**src/rtl/uart_tx_arbiter.sv**
```systemverilog
// Round-robin arbiter sharing one byte-level UART transmitter among N_REQ requesters,
// with per-owner burst locking and a watchdog on the transmitter's busy handshake.
module uart_tx_arbiter #(
    parameter int unsigned N_REQ        = 4,
    parameter int unsigned MAX_BURST    = 16,
    parameter int unsigned BUSY_TIMEOUT = 1000
) (
    input  logic                 clk,
    input  logic                 rst,
    input  logic [N_REQ-1:0]     req,
    input  logic [8*N_REQ-1:0]   data_in,
    output logic [N_REQ-1:0]     ack,
    output logic [N_REQ-1:0]     grant,
    output logic                 tx_start,
    output logic [7:0]           tx_data,
    input  logic                 tx_busy,
    output logic                 err_timeout
);
    localparam int unsigned IDX_W = (N_REQ > 1) ? $clog2(N_REQ) : 1;
    localparam int unsigned BC_W  = $clog2(MAX_BURST + 1);
    localparam int unsigned TO_W  = (BUSY_TIMEOUT > 1) ? $clog2(BUSY_TIMEOUT) : 1;

    typedef enum logic [1:0] {IDLE, WAIT_BUSY, WAIT_DONE} state_e;

    state_e             state_q, state_d;
    logic [IDX_W-1:0]   rr_q, rr_d;
    logic [IDX_W-1:0]   owner_q, owner_d;
    logic [BC_W-1:0]    burst_cnt_q, burst_cnt_d;
    logic [TO_W-1:0]    to_cnt_q, to_cnt_d;
    logic [N_REQ-1:0]   ack_q, ack_d;
    logic [N_REQ-1:0]   grant_q, grant_d;
    logic               tx_start_q, tx_start_d;
    logic [7:0]         tx_data_q, tx_data_d;
    logic               err_q, err_d;
    logic               issue_en;
    logic [IDX_W-1:0]   issue_w;
    logic [IDX_W:0]     pick_rr, pick_rel;

    function automatic logic [IDX_W-1:0] next_idx(input logic [IDX_W-1:0] i);
        return (i == IDX_W'(N_REQ - 1)) ? '0 : IDX_W'(i + 1'b1);
    endfunction

    // Returns {found, index} of the first set request scanning from ptr with wrap.
    function automatic logic [IDX_W:0] pick(input logic [N_REQ-1:0] r,
                                            input logic [IDX_W-1:0] ptr);
        logic [IDX_W:0]   res;
        logic [IDX_W-1:0] idx;
        res = '0;
        idx = ptr;
        for (int unsigned k = 0; k < N_REQ; k++) begin
            if (r[idx] && !res[IDX_W]) begin
                res = {1'b1, idx};
            end
            idx = next_idx(idx);
        end
        return res;
    endfunction

    assign pick_rr  = pick(req, rr_q);
    assign pick_rel = pick(req, next_idx(owner_q));

    always_comb begin
        state_d     = state_q;
        rr_d        = rr_q;
        owner_d     = owner_q;
        burst_cnt_d = burst_cnt_q;
        to_cnt_d    = to_cnt_q;
        ack_d       = '0;
        grant_d     = grant_q;
        tx_start_d  = 1'b0;
        tx_data_d   = tx_data_q;
        err_d       = err_q;
        issue_en    = 1'b0;
        issue_w     = owner_q;

        case (state_q)
            IDLE: begin
                grant_d = '0;
                if (pick_rr[IDX_W]) begin
                    issue_en    = 1'b1;
                    issue_w     = pick_rr[IDX_W-1:0];
                    burst_cnt_d = BC_W'(1);
                end
            end
            WAIT_BUSY: begin
                if (tx_busy) begin
                    state_d = WAIT_DONE;
                end else if (to_cnt_q == TO_W'(BUSY_TIMEOUT - 1)) begin
                    err_d   = 1'b1;
                    grant_d = '0;
                    rr_d    = next_idx(owner_q);
                    state_d = IDLE;
                end else begin
                    to_cnt_d = TO_W'(to_cnt_q + 1'b1);
                end
            end
            WAIT_DONE: begin
                // Frame finished: extend the burst or hand over with zero idle cycles.
                if (!tx_busy) begin
                    if (req[owner_q] && (burst_cnt_q < BC_W'(MAX_BURST))) begin
                        issue_en    = 1'b1;
                        issue_w     = owner_q;
                        burst_cnt_d = BC_W'(burst_cnt_q + 1'b1);
                    end else begin
                        rr_d = next_idx(owner_q);
                        if (pick_rel[IDX_W]) begin
                            issue_en    = 1'b1;
                            issue_w     = pick_rel[IDX_W-1:0];
                            burst_cnt_d = BC_W'(1);
                        end else begin
                            grant_d = '0;
                            state_d = IDLE;
                        end
                    end
                end
            end
            default: state_d = IDLE;
        endcase

        if (issue_en) begin
            owner_d    = issue_w;
            grant_d    = N_REQ'(1) << issue_w;
            ack_d      = N_REQ'(1) << issue_w;
            tx_data_d  = data_in[{issue_w, 3'b000} +: 8];
            tx_start_d = 1'b1;
            to_cnt_d   = '0;
            state_d    = WAIT_BUSY;
        end
    end

    always_ff @(posedge clk) begin
        if (rst) begin
            state_q     <= IDLE;
            rr_q        <= '0;
            owner_q     <= '0;
            burst_cnt_q <= '0;
            to_cnt_q    <= '0;
            ack_q       <= '0;
            grant_q     <= '0;
            tx_start_q  <= 1'b0;
            tx_data_q   <= 8'h00;
            err_q       <= 1'b0;
        end else begin
            state_q     <= state_d;
            rr_q        <= rr_d;
            owner_q     <= owner_d;
            burst_cnt_q <= burst_cnt_d;
            to_cnt_q    <= to_cnt_d;
            ack_q       <= ack_d;
            grant_q     <= grant_d;
            tx_start_q  <= tx_start_d;
            tx_data_q   <= tx_data_d;
            err_q       <= err_d;
        end
    end

    assign ack         = ack_q;
    assign grant       = grant_q;
    assign tx_start    = tx_start_q;
    assign tx_data     = tx_data_q;
    assign err_timeout = err_q;

endmodule

```
**config.mk**
```make
export PLATFORM = sky130hd
export DESIGN_NAME = uart_tx_arbiter
export DESIGN_NICKNAME = d
export VERILOG_FILES = /design/src/rtl/uart_tx_arbiter.sv
export SDC_FILE = /design/constraint.sdc
export NUM_CORES = 1
export LEC_CHECK = 0
export BUFFER_PORTS_ARGS = -buffer_cell sky130_fd_sc_hd__buf_2
export CAP_MARGIN = 30
export CELL_PAD_IN_SITES_DETAIL_PLACEMENT = 0
export CELL_PAD_IN_SITES_GLOBAL_PLACEMENT = 1
export CORE_MARGIN = 1
export CORE_UTILIZATION = 42
export DETAILED_ROUTE_END_ITERATION = 8
export GPL_ROUTABILITY_DRIVEN = 1
export PLACE_DENSITY_LB_ADDON = 0.1
export SETUP_SLACK_MARGIN = 0.4
export SLEW_MARGIN = 25
export SYNTH_ARGS = -nofsm -noshare
export SYNTH_HDL_FRONTEND = slang
export SYNTH_SLANG_ARGS = --single-unit
```
**constraint.sdc**
```tcl
create_clock -name clk -period 6.1 [get_ports clk]
set_input_delay 0.915 -clock clk [delete_from_list [all_inputs] [get_ports clk]]
set_output_delay 0.915 -clock clk [all_outputs]
set_load 0.03 [all_outputs]
```
Word level (Yosys, flattened, before mapping)
Cells that the tools add are included.
Widths: inputs -> output; s select.

cells by class
  bitwise logic cells = 4
  equal/unequal tests = 25
  shift-type cells = 2
  add/sub/neg operators = 9
  magnitude comparators = 10
  muxes and demuxes = 68
  reduce and logical (&&, ||, !) cells = 26

operators by type and width
  operator               count
  $mux 2                 20
  $shiftx 32x6->8        1
  $lt 2x3->1 const B     9
  $mux 3                 8
  $mux 4                 6
  $ne 3x3->1 const B     7
  $mux 5                 4
  $bmux 1 s2             9
  $eq 2x2->1 const B     8
  $mux 1                 15
  $reduce_and 5->1       3
  $add 2x1->2 const B    7
  $ne 2x2->1 const B     7
  $pmux 4 s3             1
  $add 10x1->10 const B  1
  $eq 10x10->1 const B   1
  $pmux 5 s2             1
  $pmux 2 s2             2
  $logic_and 1x1->1      7
  $logic_not 1->1        6
  $pmux 2 s3             1
  $reduce_and 3->1       2
  $reduce_and 6->1       1
  $add 5x1->5 const B    1
  11 further kinds       16

storage, ports and cells
  output and inout port bits = 18
  register bits = 39
  input port bits = 39

Logic depth before layout (Yosys ltp)
Gate-level depths: netlist of the first run.

  depth after elaboration = 20
  gate-level depth with buffers = 10

Worst setup path after synthesis of the first run
Ideal clock, no wire load.

  path type = in2reg
  from = input req[1]
  to = register tx_data_q[2], in the netlist tx_data[2]
  stages on the path = 8
  library setup time = 128 ps
  path slack = 3281 ps
  arrival = 2691 ps
  path buffers = 2
  cell sequence = clkbuf_1 > mux4_2 > a2111oi_2 > a2111oi_1 > a311oi_2 > buf_4 > mux2i_1 > o221ai_2

on the way
  word-level cells in the longest chain between the ends = 17
  elaborated cells on any way between the ends = 50
  those cells by class = shift (1); mux (36); reduce/logical (13)

RTL lines
  item                          line  text
  start, declared               10    input logic [N_REQ-1:0] req,
  $bmux 1 s2                    51    if (r[idx] && !res[IDX_W]) begin
  $mux 1 (not written as such)  51
  $mux 3                        51
  $logic_not 1->1               51
  $logic_and 1x1->1             51
  $mux 3                        51
  $logic_not 1->1               51
  $logic_and 1x1->1             51
  $mux 3                        51
  $logic_not 1->1               51
  $logic_and 1x1->1             51
  $mux 3                        51
  $mux 2                        106   if (pick_rel[IDX_W]) begin
  $mux 2                        100   if (req[owner_q] && (burst_cnt_q < BC_W'(MAX_BURST))) begin
  $mux 2                        99    if (!tx_busy) begin
  $pmux 2 s2                    76    case (state_q)
  $shiftx 32x6->8               124   tx_data_d = data_in[{issue_w, 3'b000} +: 8];
  end signal, assigned          152   tx_data_q <= tx_data_d;
  end, declared                 33    logic [7:0] tx_data_q, tx_data_d;

Several ways; a longest one is shown, not always the timed one. The select of a mux whose other input is x is not followed.
A chain may end at the register's enable or synchronous reset.

Worst setup path after layout of the first run
  from = register rr_q[0]
  to = register tx_data_q[0], in the netlist tx_data[0]

on the way
  word-level cells in the longest chain between the ends = 15
  elaborated cells on any way between the ends = 32
  those cells by class = add/sub (3); eq/ne (3); shift (1); mux (19); reduce/logical (6)

RTL lines
  item                                                                  line  text
  start, declared                                                       26    logic [IDX_W-1:0] rr_q, rr_d;
  start signal, assigned                                                145   rr_q <= rr_d;
  parallel branches: the longest is 11 deep, another holds $add 2x1->2  -
  $mux 3 (*)                                                            51
  $mux 2                                                                79    if (pick_rr[IDX_W]) begin
  $pmux 2 s2                                                            76
  $shiftx 32x6->8                                                       124

Mark *: on every way between the ends. The select of a mux whose other input is x is not followed.

==> summary by stage, run 1 <==
Status
The run finished with clean final reports.

Floorplanning
The die boundary height is about 75 microns. The floorplan step set the die width to 75.5 microns. The full die area is 0.00569 sq mm. The total area inside the core boundary comes to 0.00514 sq mm. 57 I/O pins were placed. Row generation in the floorplan step produced 26 rows. The effective utilization at floorplan is 44.1%.

Setup path
The cell family contributing the most delay on the critical path is simple AND/OR/NAND/NOR gates. Data arrives at the worst endpoint at approximately 3.2 ns. The startpoint type of the worst setup path is a register.

The largest single stage delay on the critical path is 0.56 ns. The number of buffers and inverters on the critical path is 1. Along the worst path, the maximum fanout reaches 13. The required arrival time at the worst endpoint is between 6 and 7 ns. The capturing element type of the critical path is a register. The cell seen most often among critical-path stages is sky130_fd_sc_hd__nor2_1. The signal on the critical path passes through ha_1 > a211o_1 > nor4_1 > nor2_1 > o311ai_1 > buf_4 > nor2_1 > nand2b_1 > o221ai_1. On the critical path, the stage with the largest delay is an instance of sky130_fd_sc_hd__dfxtp_1. The type of the worst setup path is reg2reg.

Pwr
The internal power of the cells totals 0.438 mW. The leakage dissipation is ~1.1 nW. The overall power consumption is 0.659 mW. In this run, the combinational gates consume 28.6% of the power. The power density over the cells is 248 mW/mm^2. The switching share of total power is 33.6%. Summed over all nets, the switching power comes to 0.221 mW.

IR analysis of the VDD net gives a maximum drop of roughly 0.00015 V. The clock share of power is 27.8%. The sequential power share is 43.6%.

Finish
The fill cell instance count of the final layout is 527. The number of antenna diodes in the final layout is 0. Summing all multi-input logic gate instances after layout gives 0.00136 sq mm.

The commonest non-fill, non-tap cell in the layout is sky130_fd_sc_hd__buf_2. The count of nets after finishing is 360. In the layout the commonest cells are sky130_fd_sc_hd__buf_2 (56), sky130_fd_sc_hd__dfxtp_1 (39), sky130_fd_sc_hd__nor2_1 (32). The sequential cells in the finished layout cover a total of between 700 and 800 sq um. The fraction of final layout cells sized beyond drive strength 1 is 24.5%. The signed area change from the synthesized netlist to the final layout is 17.4%.

Detailed routing
In the final routed layout, each cell accounts on average for 13.4 microns. The number of iterations in the first detailed-routing pass is 4. After detailed routing, the number of vias per cell comes to ~5.3. For this block, the initial DRC count from the detailed router was 85. In the routed design, unresolved DRC markers number 0.

Once detail routing completed, the nets flagged for antenna violations numbered 0. Summing over every cut layer, the via total after detailed routing is 2047. Wires add up to 5.22 mm.

CTS
The root cell of the clock tree is sky130_fd_sc_hd__clkbuf_8. The H-tree generated during clock tree synthesis spans 2 levels. For this design, the CTS-stage hold fixing added 0 buffers. The number of gates given a new drive strength after cts is 0. The number of clock sinks is 39. In this run, CTS created clock tree buffers numbering 5. The maximum number of buffers from clock root to sink is 2. The source-to-sink clock delay at the later pin of the worst-skew pair is 0.29 ns. After clock tree synthesis, the clock-pin slew on the worst setup and hold paths is 0.08 ns.

The buffer count from post-CTS setup fixing is 0. The CTS tree is built.

Placed design
Detailed placement ended at an HPWL of approximately 3.8 mm. The global placement routability congestion is around 0.86. The number of port buffers is 56.

Global routing
The most used routing layer in global routing is met2. The total routing usage reported by global routing is 18.7%. The final global-route overflow total is 0.

The via count of the first global-routing pass is roughly 1800. The met1 track utilization from global routing is between 20% and 30%. The first global-routing pass estimated a little over 8 mm of wire. Global routing used 4.37% of the available met3 tracks. Global routing used between 30% and 40% of the available met2 tracks. Entering global routing, the biggest net connects 22 pins. The number of antenna violations at the first check in global routing is 0.

Synthesis
Yosys mapped a number of flops with a built-in enable equal to 0. The fraction of the yosys area taken by sequential cells is roughly a third. After synthesis the netlist holds a flip-flop and latch count of 39. Averaged over all synthesized cells, the footprint is 8.39 sq um. The total of warnings raised by yosys is 0. The number of nets in the synthesized netlist is around 310. The netlist area before placement is 0.00227 sq mm. The number of standard cells after synthesis is 270. The predominant post-synthesis flop cell is sky130_fd_sc_hd__dfxtp_1. The unique cell type count in the Yosys netlist is between 40 and 50. The share of flip-flops with an asynchronous set or reset after synthesis is 0%.

Hold path
The class of the most critical hold timing path is reg2reg.

STA
The hold violation total from the final report was 0. The number of endpoints failing setup at the final stage is 0. For the pin with the worst max-slew slack, the measured transition is between 0.6 and 0.7 ns.

On the final layout, the worst clock skew is 0.00742 ns. The sum of negative setup slack is 0 ns. The final count of pins violating max slew is 0. The minimum clock period after layout is 3.08 ns. The part of the cycle the worst path needs is 50.5%. Setup repair after global routing left no endpoint under its margin.

The timing-limited maximum frequency is 325 MHz. In this run the tightest slew margin relative to its limit is 58.7%.

Job
The tool flagged a number of max-cap violations equal to 0.
[per-stage QoR]
stage | hold slack (ns) | instance area (sq um) | util (%) | cells | setup WS, ns
after floorplan | 0.435 | 2270 | - | 270 | 3.28
after CTS | 0.457 | 2660 | 51.8 | 388 | 2.99
final | 0.451 | 2660 | 51.8 | 388 | 3.02
after global routing | 0.478 | 2660 | 51.8 | 388 | 2.78
after detailed placement | 0.440 | 2560 | 49.8 | 380 | 2.96
after global placement | 0.430 | 2560 | 49.8 | 380 | 2.98
[power groups by stage]
stage	logic, mW	clock network (mW)	registers (mW)
after global routing	0.207	0.199	0.291
after CTS	0.190	0.191	0.288
final	0.189	0.183	0.287
after floorplan	0.112	0	0.320
after detailed placement	0.189	0	0.293
after global placement	0.189	0	0.294
[sequential cells by signal (all words and copies together), names as in the netlist]
name         cells
ack              4
burst_cnt_q      5
err_timeout      1
grant            4
owner_q          2
rr_q             2
state_q          2
to_cnt_q        10
tx_data          8
tx_start         1
[worst paths after layout]
path                            cells after the start    endpoint  slack (ns)     start
worst max-delay path                                9  tx_data[0]        3.02   rr_q[0]
worst min-delay path                                2    grant[2]        0.45  grant[2]
worst max register to register                      9  tx_data[0]        3.02   rr_q[0]
worst min register to register                      2    grant[2]        0.45  grant[2]
[synthesized netlist by cell type (all sizes together), types with 2 or more instances]
| cell | number | area share [%] |
|---|---|---|
| a2111oi | 2 | 1.1 |
| a211o | 2 | 0.77 |
| a211oi | 3 | 0.99 |
| a21o | 2 | 0.66 |
| a21oi | 15 | 3.3 |
| a221o | 2 | 0.88 |
| a31oi | 4 | 1.1 |
| and3 | 2 | 0.55 |
| buf | 12 | 3.4 |
| clkbuf | 6 | 0.99 |
| dfxtp | 39 | 34 |
| ha | 4 | 2.2 |
| inv | 9 | 1.5 |
| mux2i | 25 | 11 |
| nand2 | 26 | 4.3 |
| nand2b | 5 | 1.4 |
| nand3 | 7 | 1.5 |
| nand3b | 2 | 0.66 |
| nand4 | 3 | 0.83 |
| nor2 | 33 | 5.8 |
| nor2b | 7 | 1.9 |
| nor3 | 4 | 0.88 |
| nor3b | 4 | 1.3 |
| o21ai | 19 | 4.2 |
| o221ai | 9 | 4.9 |
| or2 | 2 | 0.55 |
| or3 | 4 | 1.1 |
| xnor2 | 4 | 1.5 |
| xor2 | 5 | 1.9 |
[worst min-delay path, stage by stage, from the launching register on]
cell and delay (ns):
sky130_fd_sc_hd__dfxtp_1 0.31, sky130_fd_sc_hd__nand2_1 0.05, sky130_fd_sc_hd__o21ai_1 0.05
[routing by layer]
| metal | vias up | share of wire [%] |
|---|---|---|
| met4 | 0 | 1.6 |
| li1 | 1063 | - |
| met1 | 933 | 47 |
| met5 | - | 0 |
| met3 | 9 | 4.5 |
| met2 | 42 | 47 |
[cell type report]
type / count / area share [%]
Sequential cell: 39 / 29.4
Multi-Input combinational cell: 204 / 51.3
Clock inverter: 2 / 0.611
Timing Repair Buffer: 58 / 11.1
Tap cell: 70 / 3.29
Inverter: 9 / 1.27
Clock buffer: 6 / 3.10
[kinds of logic (layout without fill, tap and decap cells)]
family	count (synthesis)	after routing	share of synthesized area [%]
buffers and inverters	27	75	5.85
and+or+nand+nor	101	101	21.5
DFF	39	39	34.5
AOI/OAI and AO/OA	63	63	19.9
muxes	27	27	12.5
xor gates and xnor gates	9	9	3.48
adders and majority gates	4	4	2.21
No activity file was read; power rests on OpenSTA's default activity.
==> run 2, diff against run 1 <==
--- a/config.mk
+++ b/config.mk
@@ -10,7 +10,7 @@
 export CELL_PAD_IN_SITES_DETAIL_PLACEMENT = 0
 export CELL_PAD_IN_SITES_GLOBAL_PLACEMENT = 1
 export CORE_MARGIN = 1
-export CORE_UTILIZATION = 42
+export CORE_UTILIZATION = 35
 export DETAILED_ROUTE_END_ITERATION = 8
 export GPL_ROUTABILITY_DRIVEN = 1
 export PLACE_DENSITY_LB_ADDON = 0.1
==> constraint.sdc (replaced) <==
create_clock -name clk -period 2.6 [get_ports clk]
set_input_delay 0.39 -clock clk [delete_from_list [all_inputs] [get_ports clk]]
set_output_delay 0.39 -clock clk [all_outputs]
set_load 0.03 [all_outputs]
==> summary by stage, run 2 (same netlist as run 1, synthesis figures left out) <==
Status
The flow ran to the end, and the final reports show no timing, DRC or antenna violations.

STA
The largest clock skew in the final design is 0.00925 ns. The part of the cycle the worst path needs is 97.6%. Setup repair after global routing could not meet its margin everywhere. The worst path needs 2.54 ns of the cycle, external delays included.

The final count of pins violating max slew is 0. The slew at the pin closest to its max-slew limit is 0.603 ns. The timing-limited maximum frequency is 394 MHz. Headroom to the max-slew limit came out at 59.5%. The number of endpoints failing setup at the final stage is 0. Hold timing on the final database bottoms out at a slack of 0.393 ns.

The hold violation total from the final report is 0.

Detailed routing
The via density per instance is 5.14. The number of design rule violations left after detail routing is 0. The number of nets with antenna violations after detailed routing is 0. For this block, the via count after detailed routing is 2097. The number of iterations in the first detailed-routing pass is 4. The average wire length per cell after detail routing is ~14 microns.

For this block, the initial DRC count from the detailed router was 100. The routed design has 5.73 mm of wire.

Global routing
The via count of the first global-routing pass is 1801. The total overflow left after global routing is 0. The total routing usage reported by global routing is 16.5%. The number of antenna violations at the first check in global routing is 0.

The first global-routing pass estimated 8.51 mm of wire. Entering global routing, the biggest net connects 22 pins.

CTS
The hold buffer count at CTS is 0. The number of buffers created by CTS is 5. The CTS clock-pin slew for the worst setup and hold paths is around 0.080 ns.

The CTS tree is built. Counting every sink on the clock net gives 39. The cell sitting at the root of the clock tree is a sky130_fd_sc_hd__clkbuf_8. Counting along the longest clock path gives a buffer depth of 2.

The CTS H-tree depth is 2. The source-to-sink clock delay at the later pin of the worst-skew pair is 0.29 ns.

Floorplanning
The full die area is 0.00680 sq mm. Measured along the y axis, the die boundary spans slightly above 80 microns. 57 I/O pins were placed. For this configuration, the core starts out at a cell density of 37.2%. The number of core rows is 28. The placeable core region is 0.00610 sq mm. The floorplan step set the die width to 82.5 microns.

Setup path
The capturing element type of the critical path is a register. The type of the worst setup path is reg2reg. The required arrival time at the worst endpoint is about 2.8 ns. The worst setup path is launched from a register. The slowest cell on the critical path is sky130_fd_sc_hd__mux4_2.

The biggest cell delay along the critical path is roughly 0.55 ns. On the critical path the largest part of the delay comes from multiplexers. The number of buffers and inverters on the critical path is 2. The source of the worst register-to-register timing path is rr_q[0]. Counting stages on the worst path, the most repeated cell is sky130_fd_sc_hd__a2111oi_4.

The worst-case reg-to-reg path depth is 10. The reg2reg setup slack is 0.06 ns. STA puts the critical path data arrival time at 2.70 ns. The maximum fanout along the worst path is 6. In this run the critical register-to-register path is captured at tx_data[5].

Traced cell by cell, the critical path runs through ha_4 > nor2_4 > mux4_2 > a2111oi_4 > a2111oi_4 > a311oi_4 > buf_6 > buf_12 > mux2i_1 > o221ai_2.

Hold path
The worst hold path belongs to the class in2reg. The start point of the worst min-delay path is data_in[14]. The worst hold path passes through 3 cells. The path with the worst hold slack has its endpoint at tx_data[6].

Finish
The register with the most flip-flops in the final layout is to_cnt_q. The commonest non-fill, non-tap cell in the layout is sky130_fd_sc_hd__buf_2. Leaving out fill and tap cells, the most frequent cells in the layout are sky130_fd_sc_hd__buf_2 (56), sky130_fd_sc_hd__dfxtp_1 (37), sky130_fd_sc_hd__nor2_1 (30). Compared with the post-synthesis result, the final layout area differs by 33.5%. The fraction of final layout cells sized beyond drive strength 1 is 33.0%. The number of antenna diodes in the final layout is 0.

Measured on the finished design, the core utilization comes to 49.6%. The register with the most flip-flops in the layout has 10 of them. In the final design database the tool counted 375 nets.

Pwr
IR analysis of the VDD net gives a maximum drop of 0.000333 V. For this design the ratio of total power to cell area is 592 mW/mm^2. The leakage dissipation is 1.22 nW.

Job
The total of max-cap violations is 0.

Placed design
The number of port buffers is between 50 and 60. The global placement routability congestion is 0.839. The detailed-placement wirelength estimate is 4.04 mm.
[run 2: tightest hold or removal path, stage by stage]
cell	delay, ns
sky130_fd_sc_hd__buf_2	0.10
sky130_fd_sc_hd__mux2i_4	0.06
sky130_fd_sc_hd__o221ai_2	0.11
[run 2: what timing repair did]
item                                    in CTS  in global routing
gates resized for setup                      0                 22
endpoints found under the hold margin        0                  0
endpoints found under the setup margin      30                 34
buffers inserted                             0                  4
gates cloned                                 0                  2
pin swaps                                    0                  6
[run 2: how the worst max path moves through the flow]
stage,to,slack [ns],from,cells after the start
final,tx_data[5],0.06,rr_q[0],10
after global routing,tx_data[5],-0.05,rr_q[0],10
after CTS,tx_data[2],0.12,rr_q[0],9
after detailed placement,tx_data[2],0.14,rr_q[0],9
after global placement,tx_data[4],0.14,owner_q[0],8
after floorplan,tx_data[2],0.17,rr_q[0],9
[run 2: power breakdown]
part	switching (mW)	internal [mW]	total, mW
sequential	0.0306	0.643	0.674
clock	0.210	0.311	0.520
combinational	0.320	0.276	0.596
total	0.561	1.23	1.79
[run 2: per-stage QoR]
step | TNS (ns) | setup WS [ns] | instance area, sq um | total power, mW | cells
floorplan | 0 | 0.174 | 2310 | 1.02 | 270
global placement | 0 | 0.145 | 2710 | 1.18 | 394
CTS | 0 | 0.116 | 2830 | 1.71 | 402
detailed placement | 0 | 0.140 | 2710 | 1.18 | 394
global route | -0.0809 | -0.0481 | 3020 | 1.89 | 408
finish | 0 | 0.0625 | 3020 | 1.79 | 408
[run 2: area by class of cell]
| type | instances | area, sq um |
|---|---|---|
| Clock buffer | 6 | 82.6 |
| Clock inverter | 2 | 35.0 |
| Fill cell | 627 | 3070 |
| Inverter | 9 | 33.8 |
| Multi-Input combinational cell | 204 | 1500 |
| Sequential cell | 39 | 783 |
| Tap cell | 75 | 93.8 |
| Timing Repair Buffer | 73 | 500 |
[run 2: layer usage]
metal	vias to the layer above	wire, microns	global-route usage, %
met3	4	245	3.30
li1	1085	-	-
met1	961	2740	22.8
met5	-	0	0
met4	0	38	3.68
met2	47	2700	26.1
==> run 3, diff against run 2 <==
--- a/config.mk
+++ b/config.mk
@@ -9,7 +9,7 @@
 export CAP_MARGIN = 30
 export CELL_PAD_IN_SITES_DETAIL_PLACEMENT = 0
 export CELL_PAD_IN_SITES_GLOBAL_PLACEMENT = 1
-export CORE_MARGIN = 1
+export CORE_MARGIN = 4
 export CORE_UTILIZATION = 35
 export DETAILED_ROUTE_END_ITERATION = 8
 export GPL_ROUTABILITY_DRIVEN = 1
==> summary by stage, run 3 (same netlist as run 1, synthesis figures left out) <==
Finish
Registers take roughly 800 sq um. After the flow finishes, the layout carries non-filler instances totaling about 410. The commonest non-fill, non-tap cell in the layout is sky130_fd_sc_hd__buf_2.

The register name with the most flops is to_cnt_q. The area of combinational cells with multiple inputs is 0.00151 sq mm. The signed area change from the synthesized netlist to the final layout is 31.0%. The fill cell instance count of the final layout is approximately 640.

The register with the most flip-flops in the layout has 10 of them. For this run, the post-layout net count is 379. The library cells used most frequently in the layout, excluding fill and tap cells, are sky130_fd_sc_hd__buf_2 (56), sky130_fd_sc_hd__dfxtp_1 (36), sky130_fd_sc_hd__nand2_1 (25).

Cells with a size suffix above 1 make up between 30% and 40% of the layout. The antenna diode count is 0.

Detailed routing
The number of nets with antenna violations after detailed routing is 0. For this run, design rule violations remaining after detail routing come to 0. The first routing iteration left 75 violations.

Using the TritonRoute via totals, the vias-per-cell ratio works out to 5.17. After detailed routing, the average wire length per cell comes to 14.3 microns. The first TritonRoute pass finished after 4 iterations. The overall via count from detail_route is 2142.

The final routed wirelength across all metal layers is 5.92 mm.

Placed design
The number of placed instances, taps included, is approximately 390. The number of port buffers is 56. Detailed placement finished with a half-perimeter wire length of ~4 mm. The global placement routability congestion is 0.862.

Setup path
In this run the worst path has a maximum fanout of 21. STA classifies the critical path endpoint as a register. STA classifies the critical path startpoint as a register. The type of the worst setup path is reg2reg. The endpoint arrival time on the critical path is around 2.6 ns.

STA puts the critical path data required time at 2.78 ns.

Hold path
The worst hold path belongs to the class in2reg.

CTS
The longest clock path from root to sink contains 2 buffers. In this run the number of H-tree levels came out at 2. The hold buffer count at CTS is 0.

The later pin in the worst-skew pair is clocked with a latency of 0.29 ns. The number of clock buffers added by TritonCTS is 5. The cell sitting at the root of the clock tree is a sky130_fd_sc_hd__clkbuf_8.

TritonCTS built the clock tree. Clock-pin slew was measured on the worst setup and hold paths at 0.08 ns. Counting every sink on the clock net gives 39.

Job
Across the run, the number of max-cap violations was 0.

Global routing
The final global-route overflow total is 0. The via count of the first global-routing pass is 1917. The largest net degree at the start of global routing is 22. The first global-routing pass estimated a little over 9 mm of wire. Across every metal layer, demand over resource in global routing totals 14.9%.

The number of antenna violations at the first check in global routing is 0.

STA
After layout, the worst path uses 94.1% of the clock period. In this run the tightest slew margin relative to its limit is 61.3%. The final count of pins violating max slew is 0. Counting I/O delays and the setup requirement, the final critical path takes 2.45 ns. The sum of negative setup slack is 0 ns. The hold violation total from the final report is 0. For this run, the top clock speed supported by timing is approximately 400 MHz. The slew at the pin closest to its max-slew limit is a little under 0.6 ns. Setup violations remaining at the end of the flow were counted as 0. Clock skew on the completed layout was measured at 0.00300 ns. Setup repair after global routing could not meet its margin everywhere.

Floorplanning
The effective utilization at floorplan is 35.9%. For this design the top-level I/O count stands at 57. The placeable core region is 0.00631 sq mm. Measured along the y axis, the die boundary spans 88.5 microns. The die is 88.5 microns wide.

The full die area is approximately 0.0078 sq mm. The number of core rows is 29.

Pwr
Power spread over the standard cell area amounts to around 540 mW/mm^2. Across the VDD grid, the largest voltage drop is 0.000283 V. The leakage dissipation is 1.21 nW.

Status
The flow ran to the end, and the final reports show no timing, DRC or antenna violations.
-- run 3: changes by cell type in the layout (fill, tap and decap cells not counted), sizes merged --
cell | before | now
nand2b | 5 | 6
bufinv | 1 | 0
clkinvlp | 0 | 1
clkbuf | 8 | 6
buf | 71 | 76
-- run 3: report_power, final --
part / internal, mW / switching, mW
clock: 0.188 / 0.216
sequential: 0.642 / 0.0334
combinational: 0.227 / 0.308
-- run 3: per-stage QoR --
stage               area (sq um)  hold WS (ns)  power, mW  worst slack (ns)  utilization (%)
detailed placement          2670         0.440       1.17             0.101             42.4
global route                2970         0.410       1.70            0.0340             47.0
finish                      2970         0.394       1.61             0.153             47.0
global placement            2670         0.431       1.17            0.0816             42.4
floorplan                   2310         0.435       1.02             0.174                -
CTS                         2880         0.394       1.61             0.131             45.6
-- run 3: layout make-up --
cell class                      instances  share of cell area [%]
Clock inverter                          2                   0.421
Timing Repair Buffer                   76                    15.5
Tap cell                               77                    3.24
Multi-Input combinational cell        205                    50.7
Inverter                                9                    1.14
Sequential cell                        39                    26.5
Clock buffer                            6                    2.44
-- run 3: metal layers --
layer	vias to the layer above	share of wire, %	global-route usage [%]
met5	-	0	0
met4	0	0.90	3.98
met3	8	7.2	3.82
met2	62	47	23.3
met1	973	45	20.3
li1	1099	-	-
-- run 3: timing repair --
| action | in CTS | in global routing |
|---|---|---|
| endpoints found under the setup margin | 33 | 34 |
| buffers inserted | 6 | 4 |
| gates cloned | 1 | 1 |
| gates resized for setup | 18 | 20 |
| pin swaps | 20 | 9 |
-- run 3: worst paths after layout --
kind | slack [ns] | depth (start not counted) | to | startpoint
setup / recovery | 0.15 | 9 | tx_data[6] | rr_q[0]
hold / removal | 0.39 | 3 | tx_data[7] | data_in[15]
setup reg to reg | 0.15 | 9 | tx_data[6] | rr_q[0]
hold reg to reg | 0.45 | 2 | grant[3] | grant[3]
-- run 3: critical path, cell delays in order (launching register included) --
cell	delay [ns]
sky130_fd_sc_hd__dfxtp_4	0.37
sky130_fd_sc_hd__ha_4	0.18
sky130_fd_sc_hd__nor2_4	0.09
sky130_fd_sc_hd__mux4_2	0.53
sky130_fd_sc_hd__a2111oi_4	0.21
sky130_fd_sc_hd__a2111oi_2	0.09
sky130_fd_sc_hd__a311oi_4	0.26
sky130_fd_sc_hd__buf_12	0.22
sky130_fd_sc_hd__mux2i_1	0.25
sky130_fd_sc_hd__o221ai_2	0.12
